--- src/rtl/uart_frame_ctrl.sv ---
// uart_frame_ctrl: parses an in-band header from the UART RX byte stream and forwards exactly W*H pixels.
// Processed pixels are queued toward UART TX, and every frame is closed with a status byte.
// Latency: rx->pix_out is 1 cycle; FIFO head->tx is 1 cycle; tx_full holds pops and the trailer; a full FIFO drops pushes.
module uart_frame_ctrl #(
  parameter int          DATA_W      = 8,
  parameter int          DIM_W       = 12,
  parameter int          MAX_DIM     = 1024,
  parameter int          NUM_KERNELS = 4,
  parameter int          OUT_DEPTH   = 16,
  parameter logic [7:0]  SYNC_BYTE   = 8'hA5,
  parameter logic [7:0]  OK_BYTE     = 8'h5A,
  parameter logic [7:0]  ERR_BYTE    = 8'hEE,
  localparam int         KSEL_W      = (NUM_KERNELS > 1) ? $clog2(NUM_KERNELS) : 1
) (
  input  logic              clk,
  input  logic              rst,
  input  logic [DATA_W-1:0] rx_data,
  input  logic              rx_valid,
  output logic [DATA_W-1:0] pix_out,
  output logic              pix_out_valid,
  output logic [KSEL_W-1:0] kernel_sel,
  output logic [DIM_W-1:0]  img_width,
  output logic [DIM_W-1:0]  img_height,
  output logic              frame_start,
  input  logic [DATA_W-1:0] proc_data,
  input  logic              proc_valid,
  output logic [DATA_W-1:0] tx_data,
  output logic              tx_wr,
  input  logic              tx_full,
  output logic              busy,
  output logic              overflow
);

  localparam int AW    = $clog2(OUT_DEPTH);
  localparam int CNT_W = 2 * DIM_W;

  typedef enum logic [2:0] {S_IDLE, S_HDR, S_STREAM, S_DRAIN, S_TRAIL} state_t;

  state_t              state_q;
  logic [2:0]          hdr_idx_q;
  logic [KSEL_W-1:0]   mode_q;
  logic [7:0]          wlo_q, whi_q, hlo_q;
  logic [KSEL_W-1:0]   kernel_sel_q;
  logic [DIM_W-1:0]    img_width_q, img_height_q;
  logic [CNT_W-1:0]    area_q, in_cnt_q, out_cnt_q;
  logic                frame_start_q;
  logic [DATA_W-1:0]   pix_out_q;
  logic                pix_vld_q;
  logic                trail_err_q;
  logic                busy_q;

  logic [DATA_W-1:0]   mem_q [OUT_DEPTH];
  logic [AW:0]         wr_ptr_q, rd_ptr_q;
  logic                overflow_q;
  logic [DATA_W-1:0]   tx_data_q;
  logic                tx_wr_q;

  logic [DIM_W-1:0]    hdr_w, hdr_h;
  logic                hdr_ok;
  logic [CNT_W-1:0]    hdr_area;
  logic [CNT_W-1:0]    in_cnt_inc;
  logic                fifo_empty, fifo_full;
  logic                push, pop, trail_fire;

  // Header validation: H_HI is the byte currently on rx_data, the other fields are already stored.
  always_comb begin
    hdr_w  = DIM_W'({whi_q, wlo_q});
    hdr_h  = DIM_W'({rx_data[7:0], hlo_q});
    hdr_ok = (32'(mode_q) < 32'(NUM_KERNELS)) &&
             (hdr_w != '0) && (32'(hdr_w) <= 32'(MAX_DIM)) &&
             (hdr_h != '0) && (32'(hdr_h) <= 32'(MAX_DIM));
  end

  assign hdr_area   = CNT_W'(hdr_w) * CNT_W'(hdr_h);
  assign in_cnt_inc = in_cnt_q + 1'b1;

  assign fifo_empty = (wr_ptr_q == rd_ptr_q);
  assign fifo_full  = (wr_ptr_q[AW] != rd_ptr_q[AW]) &&
                      (wr_ptr_q[AW-1:0] == rd_ptr_q[AW-1:0]);
  assign push       = proc_valid && !fifo_full;
  assign pop        = !fifo_empty && !tx_full;
  // The trailer only goes out once every queued pixel has been sent.
  assign trail_fire = (state_q == S_TRAIL) && fifo_empty && !tx_full;

  // Frame sequencer: header parse, pixel forwarding, drain wait, trailer hand-off.
  always_ff @(posedge clk) begin
    if (rst) begin
      state_q       <= S_IDLE;
      hdr_idx_q     <= '0;
      mode_q        <= '0;
      wlo_q         <= '0;
      whi_q         <= '0;
      hlo_q         <= '0;
      kernel_sel_q  <= '0;
      img_width_q   <= '0;
      img_height_q  <= '0;
      area_q        <= '0;
      in_cnt_q      <= '0;
      out_cnt_q     <= '0;
      frame_start_q <= 1'b0;
      pix_out_q     <= '0;
      pix_vld_q     <= 1'b0;
      trail_err_q   <= 1'b0;
      busy_q        <= 1'b0;
    end else begin
      frame_start_q <= 1'b0;
      pix_vld_q     <= 1'b0;
      if (proc_valid) begin
        out_cnt_q <= out_cnt_q + 1'b1;
      end
      case (state_q)
        S_IDLE: begin
          if (rx_valid && (rx_data[7:0] == SYNC_BYTE)) begin
            state_q   <= S_HDR;
            hdr_idx_q <= '0;
            busy_q    <= 1'b1;
          end
        end
        S_HDR: begin
          if (rx_valid) begin
            case (hdr_idx_q)
              3'd0:    mode_q <= rx_data[KSEL_W-1:0];
              3'd1:    wlo_q  <= rx_data[7:0];
              3'd2:    whi_q  <= rx_data[7:0];
              3'd3:    hlo_q  <= rx_data[7:0];
              default: ;
            endcase
            if (hdr_idx_q == 3'd4) begin
              if (hdr_ok) begin
                kernel_sel_q  <= mode_q;
                img_width_q   <= hdr_w;
                img_height_q  <= hdr_h;
                area_q        <= hdr_area;
                in_cnt_q      <= '0;
                out_cnt_q     <= proc_valid ? CNT_W'(1) : '0;
                frame_start_q <= 1'b1;
                trail_err_q   <= 1'b0;
                state_q       <= S_STREAM;
              end else begin
                trail_err_q   <= 1'b1;
                state_q       <= S_TRAIL;
              end
            end else begin
              hdr_idx_q <= hdr_idx_q + 3'd1;
            end
          end
        end
        S_STREAM: begin
          // SYNC bytes are plain pixel data here.
          if (rx_valid) begin
            pix_out_q <= rx_data;
            pix_vld_q <= 1'b1;
            in_cnt_q  <= in_cnt_inc;
            if (in_cnt_inc == area_q) begin
              state_q <= S_DRAIN;
            end
          end
        end
        S_DRAIN: begin
          // RX bytes are dropped; wait for every processed pixel to leave the FIFO.
          if ((out_cnt_q >= area_q) && fifo_empty) begin
            state_q <= S_TRAIL;
          end
        end
        S_TRAIL: begin
          if (trail_fire) begin
            state_q <= S_IDLE;
            busy_q  <= 1'b0;
          end
        end
        default: begin
          state_q <= S_IDLE;
          busy_q  <= 1'b0;
        end
      endcase
    end
  end

  // Output FIFO pointers and sticky overflow; a push into a full FIFO is lost.
  always_ff @(posedge clk) begin
    if (rst) begin
      wr_ptr_q   <= '0;
      rd_ptr_q   <= '0;
      overflow_q <= 1'b0;
    end else begin
      if (push) begin
        wr_ptr_q <= wr_ptr_q + 1'b1;
      end
      if (proc_valid && fifo_full) begin
        overflow_q <= 1'b1;
      end
      if (pop) begin
        rd_ptr_q <= rd_ptr_q + 1'b1;
      end
    end
  end

  // FIFO storage needs no reset; the pointers define what is valid.
  always_ff @(posedge clk) begin
    if (push) begin
      mem_q[wr_ptr_q[AW-1:0]] <= proc_data;
    end
  end

  // TX byte register: a FIFO pop or the trailer, never both in the same cycle.
  always_ff @(posedge clk) begin
    if (rst) begin
      tx_wr_q   <= 1'b0;
      tx_data_q <= '0;
    end else begin
      tx_wr_q <= 1'b0;
      if (pop) begin
        tx_wr_q   <= 1'b1;
        tx_data_q <= mem_q[rd_ptr_q[AW-1:0]];
      end else if (trail_fire) begin
        tx_wr_q   <= 1'b1;
        tx_data_q <= trail_err_q ? DATA_W'(ERR_BYTE) : DATA_W'(OK_BYTE);
      end
    end
  end

  assign pix_out       = pix_out_q;
  assign pix_out_valid = pix_vld_q;
  assign kernel_sel    = kernel_sel_q;
  assign img_width     = img_width_q;
  assign img_height    = img_height_q;
  assign frame_start   = frame_start_q;
  assign tx_data       = tx_data_q;
  assign tx_wr         = tx_wr_q;
  assign busy          = busy_q;
  assign overflow      = overflow_q;

endmodule
--- config.mk ---
export PLATFORM = sky130hd
export DESIGN_NAME = uart_frame_ctrl
export DESIGN_NICKNAME = d
export VERILOG_FILES = /design/src/rtl/uart_frame_ctrl.sv
export SDC_FILE = /design/constraint.sdc
export NUM_CORES = 1
export LEC_CHECK = 0
export CAP_MARGIN = 10
export CORE_MARGIN = 4
export CORE_UTILIZATION = 36
export CTS_CLUSTER_SIZE = 16
export DETAILED_ROUTE_END_ITERATION = 7
export PLACE_DENSITY = 0.63
export SETUP_SLACK_MARGIN = 0.3
export SLEW_MARGIN = 40
export SYNTH_ARGS = -nofsm -noshare
export SYNTH_HDL_FRONTEND = slang
export SYNTH_SLANG_ARGS = --single-unit
--- constraint.sdc ---
create_clock -name clk -period 8.34 [get_ports clk]
set_clock_uncertainty 0.15 [all_clocks]
set_input_delay 1.668 -clock clk [delete_from_list [all_inputs] [get_ports clk]]
set_output_delay 1.668 -clock clk [all_outputs]
set_load 0.02 [all_outputs]
==> results.py, run 1 <==
metrics = {
    "power_and_ir_drop": {
        "p_sw_frac": 0.230,
        "p_per_area_nw_per_um2": 163,
        "vdd_drop_max_mv": 0.217,
        "p_int_w": 0.00248,
        "p_switching_w": 0.000738,
        "power_frac_comb": 0.079,
        "seq_power_share": 0.474,
        "clkPwrFrac": 0.446,
        "total_leakage_power_nw": 7.77,
        "finalPower_w": 0.00321,
    },
    "timing": {
        "hold_slack_ns": 0.303,
        "slew_headroom": 0.462,
        "layout_min_cycle_time_ns": 6.82,
        "setup-tns-final_ns": 0,
        "tightest_slew_ns": 0.808,
        "finalSetupViolCount": 0,
        "fin_ws_ns": 1.52,
        "finalMaxSlewViolations": 0,
        "finalCritPeriodShare": 0.817,
        "max_freq_mhz": 147,
        "rsz0062_at_grt": "false",
        "final_hold_viol_count": 0,
    },
    "place": {
        "dp_hpwl_microns": 30100,
        "dp_slack_ns": 0.952,
        "dp_cells": 2360,
        "io_buffers": 67,
        "globalplace.congestion": 0.807,
    },
    "hold_path": {
        "worstHoldPathType": "flop to flop",
    },
    "global_routing": {
        "gr-usage-all-layers": 0.159,
        "grt_pass1_wl_microns": 68500,
        "antenna_found_initial": 0,
        "grt_pass1_vias": 12763,
        "overflow": 0,
        "grt_max_degree": 82,
    },
    "cells_and_area": {
        "drive_gt1_frac": 0.0732,
        "final_cells": 2418,
        "final_nets": 1997,
        "areaGrowthSynthToFinish_pct": 13.4,
        "diodes": 0,
    },
    "synth": {
        "synth_edf_count": 128,
        "async_reset_ff_frac": 0,
        "syn_avg_cell_area_sq_um": 9.95,
        "synth_top_area_frac": 0.221,
        "yosys_register_bits": 290,
        "syn_inst": 1749,
        "syn_area_sq_um": 17400,
        "ys_seq_area_frac": 0.407,
        "ys.flop_type": "dfxtp_1",
        "synth_warnings": 0,
        "synthTopCellsByArea": "edfxtp_1, dfxtp_1, fa_1",
        "synth_nets": 1968,
        "yosysTopAreaCell": "edfxtp_1",
        "synthDistinctLibCells": 64,
    },
    "outcome": {
        "outcome": "completed",
    },
    "die": {
        "rows": 80,
        "core_area_sq_um": 47700,
        "start_util": 0.365,
        "num_io_pins": 68,
        "die_y_microns": 228,
        "die_area_sq_um": 51900,
        "die_w_microns": 228,
    },
    "critical_path": {
        "worstSetupEndpointType": "flop",
        "crit_path_start_kind": "input pin",
        "worstPathMaxFanout": 19,
        "crit_path_frequent_cell": "fa_1",
        "cp_slowest_cell": "fa_1",
        "cp.required_ns": 8.67,
        "max_stage_delay_ns": 0.56,
        "crit_type": "input pin to flop",
        "cp_top_family": "adder cells",
        "path_cells": "clkdlybuf4s50_1 -> buf_4 -> and2_1 -> fa_1 -> fa_1 -> fa_1 -> fa_1 -> inv_1 -> fa_1 -> inv_1 -> ha_1 -> and4_1 -> and2_1 -> a22oi_1 -> nand3_1 -> o2111a_1 -> o21a_1 -> o211a_1 -> a211o_1",
        "arrival_ns": 7.14,
        "timing.critical_path.buf_inv": 4,
    },
    "job": {
        "cap_violations": 0,
    },
    "clock_network": {
        "clockBufferDepth": 3,
        "cts_tree": "yes",
        "clkLatencyLatePin_ns": 0.59,
        "ctsHtreeMaxLevel": 1,
        "cts_resized": 0,
        "holdBufCountCts": 0,
        "cts_inserted_buffers": 31,
        "clock-sinks": 290,
        "cts.root.buffer_cell": "clkbuf_16",
        "path_clk_slew_ns": 0.06,
        "cts_setup_buffers": 0,
    },
    "detailed_routing": {
        "viasPerCell": 5.18,
        "via_count": 12535,
        "wl_microns": 41500,
        "firstDrtPassIters": 5,
        "wl_per_cell_microns": 17.2,
        "route.detailed.drc": 0,
        "drt_iter0_drc": 962,
        "drtAntennaViolNets": 0,
    },
}
## cells by family (layout without fill, tap and decap cells)
group                    after synthesis  in the layout  share of synthesized area
AND/OR/NAND/NOR                      623            623                      0.169
flip-flops                           290            290                      0.407
buffers and inverters                268            322                     0.0581
AO/OA/AOI/OAI                        235            235                     0.0819
adder cells (fa/ha/maj)              198            198                      0.185
XOR/XNOR                              82             82                     0.0413
multiplexers                          53             53                     0.0571
## worst register-to-register path, delay by kind of cell, from the launching register on
family          cells  cell delay (ns)
buf+inv             2             0.10
compound gates      5             1.06
fa+ha+maj           6             2.94
flops               1             0.83
simple gates        4             0.79
## power by group through the flow
stage                     combinational (W)  clock, W  sequential, W
final                              0.000255   0.00143        0.00152
after global routing               0.000279   0.00153        0.00153
after CTS                          0.000259   0.00147        0.00153
after detailed placement           0.000256         0        0.00156
after global placement             0.000251         0        0.00156
after floorplan                    0.000166         0        0.00156
## metrics by stage
step,utilization,area (sq um)
after detailed placement,0.391,18700
after global routing,0.413,19700
after global placement,0.391,18600
final,0.413,19700
after CTS,0.413,19700
after floorplan,-,17400
## state kept, by name (all words and copies together), names as in the netlist, 2 cells and up, named ones only
signal and count:
mem_q 128, area_q 24, in_cnt_q 24, out_cnt_q 24, img_height 12, img_width 12, hlo_q 8, pix_out 8
tx_data 8, wlo_q 8, rd_ptr_q 5, wr_ptr_q 5, whi_q 4, hdr_idx_q 3, state_q 3, kernel_sel 2
mode_q 2
## cells in the mapped netlist, drive strengths merged (8+ instances only)
| cell type | count |
|---|---|
| o21ai | 37 |
| and3 | 15 |
| nand2b | 10 |
| buf | 8 |
| nor2 | 135 |
| a211oi | 10 |
| ha | 98 |
| nor3 | 31 |
| xnor2 | 47 |
| fa | 100 |
| nand2 | 243 |
| inv | 178 |
| nand4 | 26 |
| mux4 | 37 |
| nand3 | 45 |
| dfxtp | 162 |
| clkbuf | 82 |
| edfxtp | 128 |
| xor2 | 35 |
| a21o | 16 |
| or3 | 8 |
| nor2b | 8 |
| mux2i | 16 |
| nor4 | 11 |
| and2 | 65 |
| a21oi | 121 |
## per-layer routing
layer,global-route usage,part of all wire,up-vias
li1,-,-,5986
met1,0.215,0.44,6207
met2,0.270,0.48,282
met3,0.0259,0.053,60
met4,0.0381,0.021,0
met5,0,0,-
## cell usage in the layout, fill, tap and decap left out, types with 14 or more instances in the layout
master and count:
fa_1 100, xor2_1 35, ha_1 98, nor2_1 129, nand2_1 242, buf_4 19, mux4_2 37, clkdlybuf4s50_1 66
a21o_1 16, o21ai_0 37, xnor2_1 47, inv_1 178, clkbuf_16 31, nor3_1 30, edfxtp_1 128, and2_1 65
nand3_1 44, mux2i_1 16, a21oi_1 121, dfxtp_1 158, nand4_1 26, and3_1 14
## cell type report
class                           instances  area [sq um]
Sequential cell                       290          7090
Inverter                              178           668
Clock buffer                           39           816
Fill cell                            4543         28000
Timing Repair Buffer                   86           815
Tap cell                              615           769
Clock inverter                         19           246
Multi-Input combinational cell       1191          9340
## worst paths after layout
check	cells after the start	to	slack, ns	from
worst min-delay path	2	img_height[0]$_SDFFE_PP0P_	0.30	img_height[0]$_SDFFE_PP0P_
worst max register to register	17	area_q[23]$_SDFFE_PP0P_	2.39	wlo_q[4]$_SDFFE_PP0P_
worst max-delay path	19	area_q[23]$_SDFFE_PP0P_	1.52	rx_data[0]
worst min register to register	2	img_height[0]$_SDFFE_PP0P_	0.30	img_height[0]$_SDFFE_PP0P_
No activity file was read; power rests on OpenSTA's default activity.
==> run 2, diff against run 1 <==
- clock period: 8.34 -> 6.5 ns (I/O delays scaled with it)
==> run 2 against run 1 <==
Register-to-register slack got worse by 1.7 ns. Combinational power rose by 29%. Flip-flop and latch count did not move. Final cell count grew 0.95%. Clock power up 25%. Worst setup slack got worse by 1.0 ns.
==> results.py, run 2 (same netlist as run 1, synthesis figures left out) <==
metrics = {
    "cells_and_area": {
        "drive_gt1_frac": 0.0887,
        "final_nets": 2022,
        "num-fill-cells": 4509,
        "areaGrowthSynthToFinish_pct": 14.7,
        "final_common_cell": "nand2_1",
        "final_cell_mix": "nand2_1, inv_1, dfxtp_1",
        "diodes": 0,
        "largest_reg_flops": 128,
        "post-route-util": 0.418,
    },
    "detailed_routing": {
        "via_count": 12640,
        "wl_microns": 40700,
        "drtAntennaViolNets": 0,
        "viasPerCell": 5.18,
        "firstDrtPassIters": 5,
        "drt_iter0_drc": 839,
        "route.detailed.drc": 0,
        "wl_per_cell_microns": 16.7,
    },
    "clock_network": {
        "cts_tree": "yes",
        "cts_inserted_buffers": 31,
        "clkLatencyLatePin_ns": 0.60,
        "clockBufferDepth": 3,
        "path_clk_slew_ns": 0.06,
        "clock-sinks": 290,
        "ctsHtreeMaxLevel": 1,
        "cts.root.buffer_cell": "clkbuf_16",
    },
    "global_routing": {
        "grt_pass1_wl_microns": 67700,
        "grt_pass1_vias": 12840,
        "antenna_found_initial": 0,
        "overflow": 0,
        "grt_max_degree": 71,
        "gr-usage-all-layers": 0.156,
    },
    "timing": {
        "max_freq_mhz": 167,
        "layout_min_cycle_time_ns": 5.98,
        "tightest_slew_ns": 0.914,
        "finalCritPeriodShare": 0.919,
        "final_hold_viol_count": 0,
        "finalMaxSlewViolations": 0,
        "fin_ws_ns": 0.524,
        "finalSetupViolCount": 0,
        "rsz0062_at_grt": "false",
        "setup-tns-final_ns": 0,
        "slew_headroom": 0.385,
    },
    "die": {
        "num_io_pins": 68,
        "die_area_sq_um": 51900,
        "rows": 80,
        "start_util": 0.365,
        "die_y_microns": 228,
        "die_w_microns": 228,
        "core_area_sq_um": 47700,
    },
    "place": {
        "dp_slack_ns": -0.302,
        "dp_hpwl_microns": 29500,
        "io_buffers": 67,
        "globalplace.congestion": 0.834,
    },
    "critical_path": {
        "worstSetupEndpointType": "flop",
        "worstPathMaxFanout": 11,
        "crit_type": "input pin to flop",
        "arrival_ns": 6.30,
        "cp.required_ns": 6.83,
        "crit_path_start_kind": "input pin",
    },
    "job": {
        "cap_violations": 0,
    },
    "hold_path": {
        "worstHoldPathType": "flop to flop",
    },
    "power_and_ir_drop": {
        "p_per_area_nw_per_um2": 204,
        "finalPower_w": 0.00407,
        "total_leakage_power_nw": 7.92,
        "vdd_drop_max_mv": 0.225,
    },
    "outcome": {
        "outcome": "completed",
    },
}
[run 2: changes by cell type in the layout (fill, tap and decap cells not counted), sizes merged]
cell,change
dlymetal6s2s,+4
inv,-1
clkdlybuf4s50,-4
buf,+25
clkinvlp,+1
bufinv,-2
clkbuf,+4
clkinv,-4
[run 2: repair_timing]
action | CTS | global route
endpoints found under the setup margin | 0 | 5
setup buffers | 0 | 1
hold buffers | 0 | 0
gates resized for setup | 0 | 9
[run 2: final timing paths]
| path | startpoint | endpoint | slack (ns) | depth (start not counted) |
|---|---|---|---|---|
| worst max-delay path | rx_data[0] | area_q[20]$_SDFFE_PP0P_ | 0.52 | 18 |
| worst min-delay path | img_height[4]$_SDFFE_PP0P_ | img_height[4]$_SDFFE_PP0P_ | 0.30 | 2 |
| worst max register to register | hlo_q[4]$_SDFFE_PP0P_ | area_q[20]$_SDFFE_PP0P_ | 0.72 | 17 |
| worst min register to register | img_height[4]$_SDFFE_PP0P_ | img_height[4]$_SDFFE_PP0P_ | 0.30 | 2 |
[run 2: area by class of cell]
class                      instances  area [sq um]  share of cell area
clock buffer                      43           861              0.0431
sequential                       290          7090               0.355
timing repair buffer             111          1010              0.0505
clock inverter                    13           168             0.00840
multi-input combinational       1191          9400               0.471
inverter                         178           668              0.0335
tap                              615           769              0.0385
[run 2: critical path, stage by stage]
cell            delay, ns
dlymetal6s2s_1       0.18
buf_4                0.17
buf_4                0.17
and2_1               0.16
fa_1                 0.56
fa_1                 0.45
fa_1                 0.52
fa_1                 0.49
ha_1                 0.31
ha_1                 0.36
a21o_1               0.19
buf_4                0.14
nor3_1               0.22
a21oi_2              0.12
o41ai_2              0.40
o21ba_2              0.18
nor4_1               0.04
a311o_1              0.34
[run 2: stage by stage]
stage	hold slack [ns]	std cells	area (sq um)
finish	0.302	2441	20000
floorplan	0.282	1749	17500
global route	0.322	2441	20000
detailed placement	0.296	2384	18900
global placement	0.294	2384	18900
CTS	0.304	2440	19900
[run 2: where the power goes]
group | switching (W) | total [W] | internal, W
Combinational | 0.000177 | 0.000330 | 0.000153
Clock | 0.000741 | 0.00179 | 0.00105
Sequential | 0.0000253 | 0.00196 | 0.00193
Total | 0.000943 | 0.00407 | 0.00313
[run 2: per-layer routing]
layer | up-vias | global-route usage | share of wire
met5 | - | 0 | 0
met4 | 0 | 0.0371 | 0.021
met3 | 62 | 0.0266 | 0.056
met2 | 299 | 0.261 | 0.47
met1 | 6258 | 0.214 | 0.45
li1 | 6021 | - | -
==> run 3, diff against run 2 <==
- CORE_UTILIZATION: 36 -> 57
- PLACE_DENSITY: 0.63 -> 0.86
==> run 3 against run 2 <==
Largest power group unchanged. Hold slack better by 0.0015 ns. Critical path type unchanged. First-iteration DRC count up 78%. Clock power about the same.
==> results.py, run 3 (same netlist as run 1, synthesis figures left out) <==
metrics = {
    "clock_network": {
        "ctsHtreeMaxLevel": 1,
        "cts_inserted_buffers": 30,
        "clkLatencyLatePin_ns": 0.59,
        "clockBufferDepth": 3,
        "path_clk_slew_ns": 0.06,
        "cts_tree": "yes",
        "holdBufCountCts": 0,
        "clock-sinks": 290,
        "cts.root.buffer_cell": "clkbuf_16",
    },
    "detailed_routing": {
        "viasPerCell": 6.04,
        "wl_per_cell_microns": 19.9,
        "route.detailed.drc": 0,
        "firstDrtPassIters": 6,
        "drt_iter0_drc": 1490,
        "wl_microns": 44300,
        "via_count": 13412,
        "drtAntennaViolNets": 0,
    },
    "timing": {
        "final_hold_viol_count": 0,
        "slew_headroom": 0.441,
        "finalMaxSlewViolations": 0,
        "tightest_slew_ns": 0.839,
        "rsz0062_at_grt": "false",
        "setup-tns-final_ns": 0,
        "layout_min_cycle_time_ns": 6.00,
        "finalSetupViolCount": 0,
        "finalCritPeriodShare": 0.923,
        "max_freq_mhz": 167,
    },
    "critical_path": {
        "cp.required_ns": 6.80,
        "crit_type": "input pin to flop",
        "path_cells": "dlygate4sd2_1 -> and2_1 -> fa_1 -> fa_1 -> fa_1 -> fa_1 -> inv_1 -> fa_1 -> inv_1 -> ha_4 -> and4_1 -> and2_1 -> o21ai_0 -> nand3_1 -> o2111a_1 -> o21a_1 -> o211a_1 -> a211o_1",
        "timing.critical_path.buf_inv": 3,
        "r2r_cells": 19,
        "worstPathMaxFanout": 7,
        "crit_cells": 18,
        "crit_path_start": "rx_data[3]",
        "max_stage_delay_ns": 0.57,
        "crit_path_frequent_cell": "fa_1",
        "worstSetupEndpointType": "flop",
        "cp_slowest_cell": "fa_1",
        "r2r-start": "wlo_q[6]$_SDFFE_PP0P_",
        "cp-endpoint": "area_q[23]$_SDFFE_PP0P_",
        "cp_top_family": "adder cells",
        "crit_path_start_kind": "input pin",
        "arrival_ns": 6.30,
        "reg2reg_slack_ns": 0.64,
        "reg2reg_to": "area_q[23]$_SDFFE_PP0P_",
    },
    "die": {
        "start_util": 0.583,
        "core_area_sq_um": 29900,
        "die_w_microns": 183,
        "die_y_microns": 183,
        "num_io_pins": 68,
        "die_area_sq_um": 33400,
        "rows": 63,
    },
    "global_routing": {
        "grt_max_degree": 94,
        "grt_pass1_wl_microns": 71700,
        "antenna_found_initial": 0,
        "gr-usage-all-layers": 0.266,
        "overflow": 0,
        "grt_pass1_vias": 13545,
    },
    "power_and_ir_drop": {
        "finalPower_w": 0.00407,
        "total_leakage_power_nw": 7.93,
        "vdd_drop_max_mv": 0.274,
        "p_per_area_nw_per_um2": 207,
    },
    "cells_and_area": {
        "num-fill-cells": 2099,
        "areaGrowthSynthToFinish_pct": 13.3,
        "final_cells": 2220,
        "multi_input_area_sq_um": 9410,
        "largest_reg_flops": 128,
        "final_nets": 2026,
        "drive_gt1_frac": 0.0918,
        "fin_area_sq_um": 19700,
        "final_cell_mix": "nand2_1, inv_1, dfxtp_1",
        "final_common_cell": "nand2_1",
        "diodes": 0,
        "ff_latch_area_sq_um": 7090,
    },
    "hold_path": {
        "worstHoldPathType": "flop to flop",
        "min_from": "img_height[0]$_SDFFE_PP0P_",
    },
    "place": {
        "io_buffers": 67,
        "dp_cells": 2164,
        "globalplace.congestion": 0.887,
        "dp_hpwl_microns": 30500,
        "dpl-instance-area_sq_um": 18700,
    },
    "outcome": {
        "outcome": "completed",
    },
    "job": {
        "cap_violations": 0,
    },
}
-- run 3: cell count changes in the layout (fill, tap and decap cells not counted), moves of 2 or more --
cell | before | now
nor2_1 | 130 | 124
nor2_2 | 5 | 11
buf_4 | 45 | 48
buf_6 | 0 | 2
dlygate4sd2_1 | 0 | 2
dlymetal6s2s_1 | 4 | 2
-- run 3: timing repair --
action                     4_1_cts  5_1_grt
resized for setup                3        4
setup endpoints to repair        1        6
setup buffers                    1        0
-- run 3: metal layers --
metal	global-route usage	wire length (microns)
met2	0.456	22000
met3	0.0401	3540
met5	0	0
met4	0.0970	1700
met1	0.346	17000
-- run 3: worst min-delay path: stages (launching register included) --
cell,delay [ns]
dfxtp_1,0.30
nand2_1,0.05
a21oi_1,0.05
-- run 3: worst min path at each step --
| stage | cells after the start | slack [ns] | to |
|---|---|---|---|
| 2_1_floorplan | 2 | 0.28 | kernel_sel[0]$_SDFFE_PP0P_ |
| 3_3_place_gp | 2 | 0.29 | img_height[8]$_SDFFE_PP0P_ |
| 3_5_place_dp | 2 | 0.30 | img_height[0]$_SDFFE_PP0P_ |
| 4_1_cts | 2 | 0.30 | img_height[0]$_SDFFE_PP0P_ |
| 5_1_grt | 2 | 0.32 | img_width[2]$_SDFFE_PP0P_ |
| 6_report | 2 | 0.30 | img_height[0]$_SDFFE_PP0P_ |
-- run 3: area by class of cell --
type / instances / share of cell area
clock buffer: 43 / 0.0431
clock inverter: 12 / 0.00869
multi-input combinational: 1191 / 0.477
timing repair buffer: 116 / 0.0530
tap: 390 / 0.0247
sequential: 290 / 0.359
inverter: 178 / 0.0339
-- run 3: through the flow --
step                setup slack, ns  utilization  hold WS [ns]
global route                  0.326        0.660         0.322
global placement             -0.200        0.624         0.292
floorplan                     0.301            -         0.282
detailed placement           -0.354        0.625         0.296
finish                        0.502        0.660         0.303
CTS                           0.304        0.660         0.304
-- run 3: where the power goes --
group,switching [W],internal (W),total [W],leakage [nW]
clock network,0.000745,0.00103,0.00178,0.496
registers,0.0000224,0.00193,0.00195,2.46
logic,0.000188,0.000154,0.000343,4.97
==> patch 1: new RTL, config.mk and constraints of run 3 <==
Set the parameter `DIM_W` to 18 (it was 12).
--- a/src/rtl/uart_frame_ctrl.sv
+++ b/src/rtl/uart_frame_ctrl.sv
@@ -4,5 +4,5 @@
 module uart_frame_ctrl #(
   parameter int          DATA_W      = 8,
-  parameter int          DIM_W       = 12,
+  parameter int          DIM_W       = 18,
   parameter int          MAX_DIM     = 1024,
   parameter int          NUM_KERNELS = 4,
Interface: changed (resized img_height and img_width); port bits go from 68 to 80. The function was not compared with the original's and may differ.
==> patch 1 against run 3 <==
  * Routed wire length up 48%
  * Sequential cell count up 44
  * Worst setup slack worse by 0.47 ns
  * Sequential power up 14%
  * Area after synthesis up 35%
  * Power up 15%
  * Final area up 40%
  * Global-route usage up 2.5 points
  * Largest cell class unchanged
==> patch 1: results <==
metrics = {
    "logic_synthesis": {
        "synth_seq_area_share_pct": 33.8,
        "yosys.area_share.adder_pct": 24.3,
        "syn_area_per_cell_um2": 9.39,
        "synth_top_cells_by_count": "nand2_1 (400), inv_1 (286), dfxtp_1 (206)",
        "synth_compound_area_share_pct": 8.20,
        "yosys-top-cells-area": "dfxtp_1 (17%), fa_1 (16%), edfxtp_1 (16%)",
    },
    "clock_network": {
        "cts_resized": 97,
        "cts_inserted_buffers": 36,
        "cts_setup_buffers": 30,
    },
    "finish": {
        "finalNetCount": 3006,
        "fillers": 2755,
    },
    "place": {
        "hpwl_um": 45000,
        "placed_cells": 3100,
        "routabilityCongestion": 0.943,
        "dpl_cell_area_mm2": 0.0257,
    },
    "run_status": {
        "outcome": "complete, no violations",
    },
    "route": {
        "drt_iter0_drc": 2035,
        "wl_met1_um": 24000,
        "dr_total_vias": 19414,
        "dr_wl_met3_um": 6680,
    },
    "global_route": {
        "use_met3_pct": 6.12,
        "grtUsageMet2_pct": 49.1,
        "use_met1_pct": 37.0,
        "grt_pass1_wl_um": 105000,
    },
    "power_and_ir_drop": {
        "vdd.ir_drop.worst_mv": 0.348,
        "p_per_area_mw_per_mm2": 169,
    },
    "critical_path": {
        "critPathCapture": "area_q[31]",
        "crit_fanout": 5,
        "worstRegToRegCells": 22,
        "worstPathArrival_ns": 6.73,
    },
}
[patch 1: changes by cell type after synthesis, sizes merged, moves of 23 or more]
cell	change
inv	+110
and2	+56
nand2	+157
fa	+94
ha	+50
a21oi	+45
xor2	+23
dfxtp	+44
clkbuf	+47
[patch 1: final cells by class]
type                    count  area share [%]
clock inverters            15           0.477
flip-flops and latches    334            29.0
multi-input cells        1738            52.7
inverters                 288            3.92
well taps                 532            2.42
clock buffers              51            3.65
repair buffers            245            7.84
[patch 1: stage by stage]
stage                     hold slack (ns)  power [mW]
after floorplan                     0.287        2.51
after global placement              0.291        2.62
after detailed placement            0.296        2.64
after CTS                           0.306        4.66
after global routing                0.326        4.79
final                               0.302        4.67
[patch 1: power by group]
group	internal, mW	leakage [nW]	switching (mW)
registers	2.20	2.82	0.0205
logic	0.182	7.85	0.235
clock network	1.14	0.559	0.896
[patch 1: logic make-up after synthesis]
family / Yosys count
simple gates: 899
buf+inv: 441
fa+ha+maj: 342
flops: 334
compound gates: 320
xor+xnor: 127
mux: 46
other cells: 1
==> patch 2: new RTL, settings of run 3 <==
Without the edit above. Re-encode `state_t` (5 states) as Gray code, 3 bits wide.
--- a/src/rtl/uart_frame_ctrl.sv
+++ b/src/rtl/uart_frame_ctrl.sv
@@ -35,5 +35,5 @@
   localparam int CNT_W = 2 * DIM_W;
 
-  typedef enum logic [2:0] {S_IDLE, S_HDR, S_STREAM, S_DRAIN, S_TRAIL} state_t;
+  typedef enum logic [2:0] {S_IDLE = 3'b000, S_HDR = 3'b001, S_STREAM = 3'b011, S_DRAIN = 3'b010, S_TRAIL = 3'b110} state_t;
 
   state_t              state_q;
Formal check against the unedited RTL: no difference found for any inputs over 4 cycles, from zero or initial values and one cycle with rst high; so few cycles prove little.
==> patch 2 against run 3 <==
  * Global-route usage decreased by 0.15 points
  * Area after synthesis decreased by 0.32%
  * Worst hold slack is essentially flat
  * Final area down 0.97%
  * Sequential cell count unchanged
  * Routed wire length decreased by 0.47%
  * Sequential share of layout area rose by 0.35 points
  * Worst setup slack gained 0.062 ns
  * Power increased by 4.8%
  * Synthesized cell count is 0.40% higher
  * Combinational power increased by 5%
  * Critical endpoint is now area_q[21]
  * Largest cell class unchanged
  * Largest power group unchanged
==> patch 2: results <==
metrics = {
    "clock_network": {
        "cts_setup_buffers": 0,
        "cts_resized": 0,
        "cts_inserted_buffers": 31,
    },
    "place": {
        "pre_cts_ws_ns": -0.119,
        "hpwl_um": 30400,
        "routabilityCongestion": 0.921,
    },
    "logic_synthesis": {
        "synth_nets": 1975,
        "ys_types": 65,
        "yosys-top-cells-area": "edfxtp_1 (22%), dfxtp_1 (19%), fa_1 (12%)",
        "synth_top_cells_by_count": "nand2_1 (259), inv_1 (170), dfxtp_1 (162)",
        "synth_seq_area_share_pct": 40.8,
    },
    "hold_path": {
        "hp-start": "img_width[0]",
        "worstHoldEndpoint": "img_width[0]",
    },
    "global_route": {
        "first_global_vias": 13755,
        "grt.total_usage_pct": 26.4,
        "grt_max_degree": 101,
        "grt_pass1_wl_um": 71800,
    },
    "route": {
        "dr.pass1.iters": 7,
        "drt_iter0_drc": 1579,
        "routed_wl_um": 44000,
        "avgViaCountPerCell": 6.09,
    },
    "critical_path": {
        "worstRegToRegCells": 18,
        "r2r_end": "area_q[20]",
    },
    "power_and_ir_drop": {
        "p_leak_nw": 7.70,
        "vdd.ir_drop.worst_mv": 0.254,
        "seqPwrFrac_pct": 45.9,
    },
    "finish": {
        "finalNetCount": 2006,
        "fillers": 2111,
    },
    "sta": {
        "hold-worst-slack_ns": 0.303,
    },
    "run_status": {
        "outcome": "complete, no violations",
    },
}
## patch 2: metrics by stage
step	cell area, µm²	std cells	power (mW)	utilization [%]
global placement	18300	2144	2.33	61.4
detailed placement	18400	2144	2.35	61.5
finish	19500	2203	4.27	65.4
floorplan	17400	1756	2.23	-
CTS	19500	2202	4.27	65.3
global route	19500	2203	4.40	65.4
## patch 2: worst max-delay path by stage
stage	to	from
3_5_place_dp	area_q[21]	rx_data[0]
3_3_place_gp	area_q[22]	rx_data[1]
6_report	area_q[21]	rx_data[2]
4_1_cts	area_q[21]	rx_data[0]
2_1_floorplan	area_q[22]	rx_data[0]
5_1_grt	area_q[21]	rx_data[2]
## patch 2: kinds of logic after synthesis
kind of cell,count (synthesis),synth area share (%)
compound gates,244,8.26
xor+xnor,81,4.09
fa+ha+maj,199,18.7
buf+inv,266,5.93
flops,290,40.8
mux,53,5.72
simple gates,623,16.5
## patch 2: critical path, delay by kind of cell
| kind | cells | cell delay, ns |
|---|---|---|
| xor gates and xnor gates | 1 | 0.17 |
| adders and majority gates | 6 | 2.62 |
| AOI/OAI and AO/OA | 4 | 0.83 |
| buffers and inverters | 3 | 0.88 |
| and+or+nand+nor | 4 | 0.42 |
## patch 2: layout make-up
type,count,area share [%]
clock buffers,39,4.38
multi-input cells,1200,47.6
clock inverters,19,1.45
diodes,1,0.0128
well taps,390,2.50
repair buffers,92,4.43
inverters,172,3.31
flip-flops and latches,290,36.3
## patch 2: metal layers
metal  vias up  wire [µm]  global-route usage [%]
met2       751      21300                    43.7
met5         -          0                       0
li1       5995          -                       -
met3       140       3790                    4.82
met1      6533      17200                    35.1
met4         0       1750                    9.82
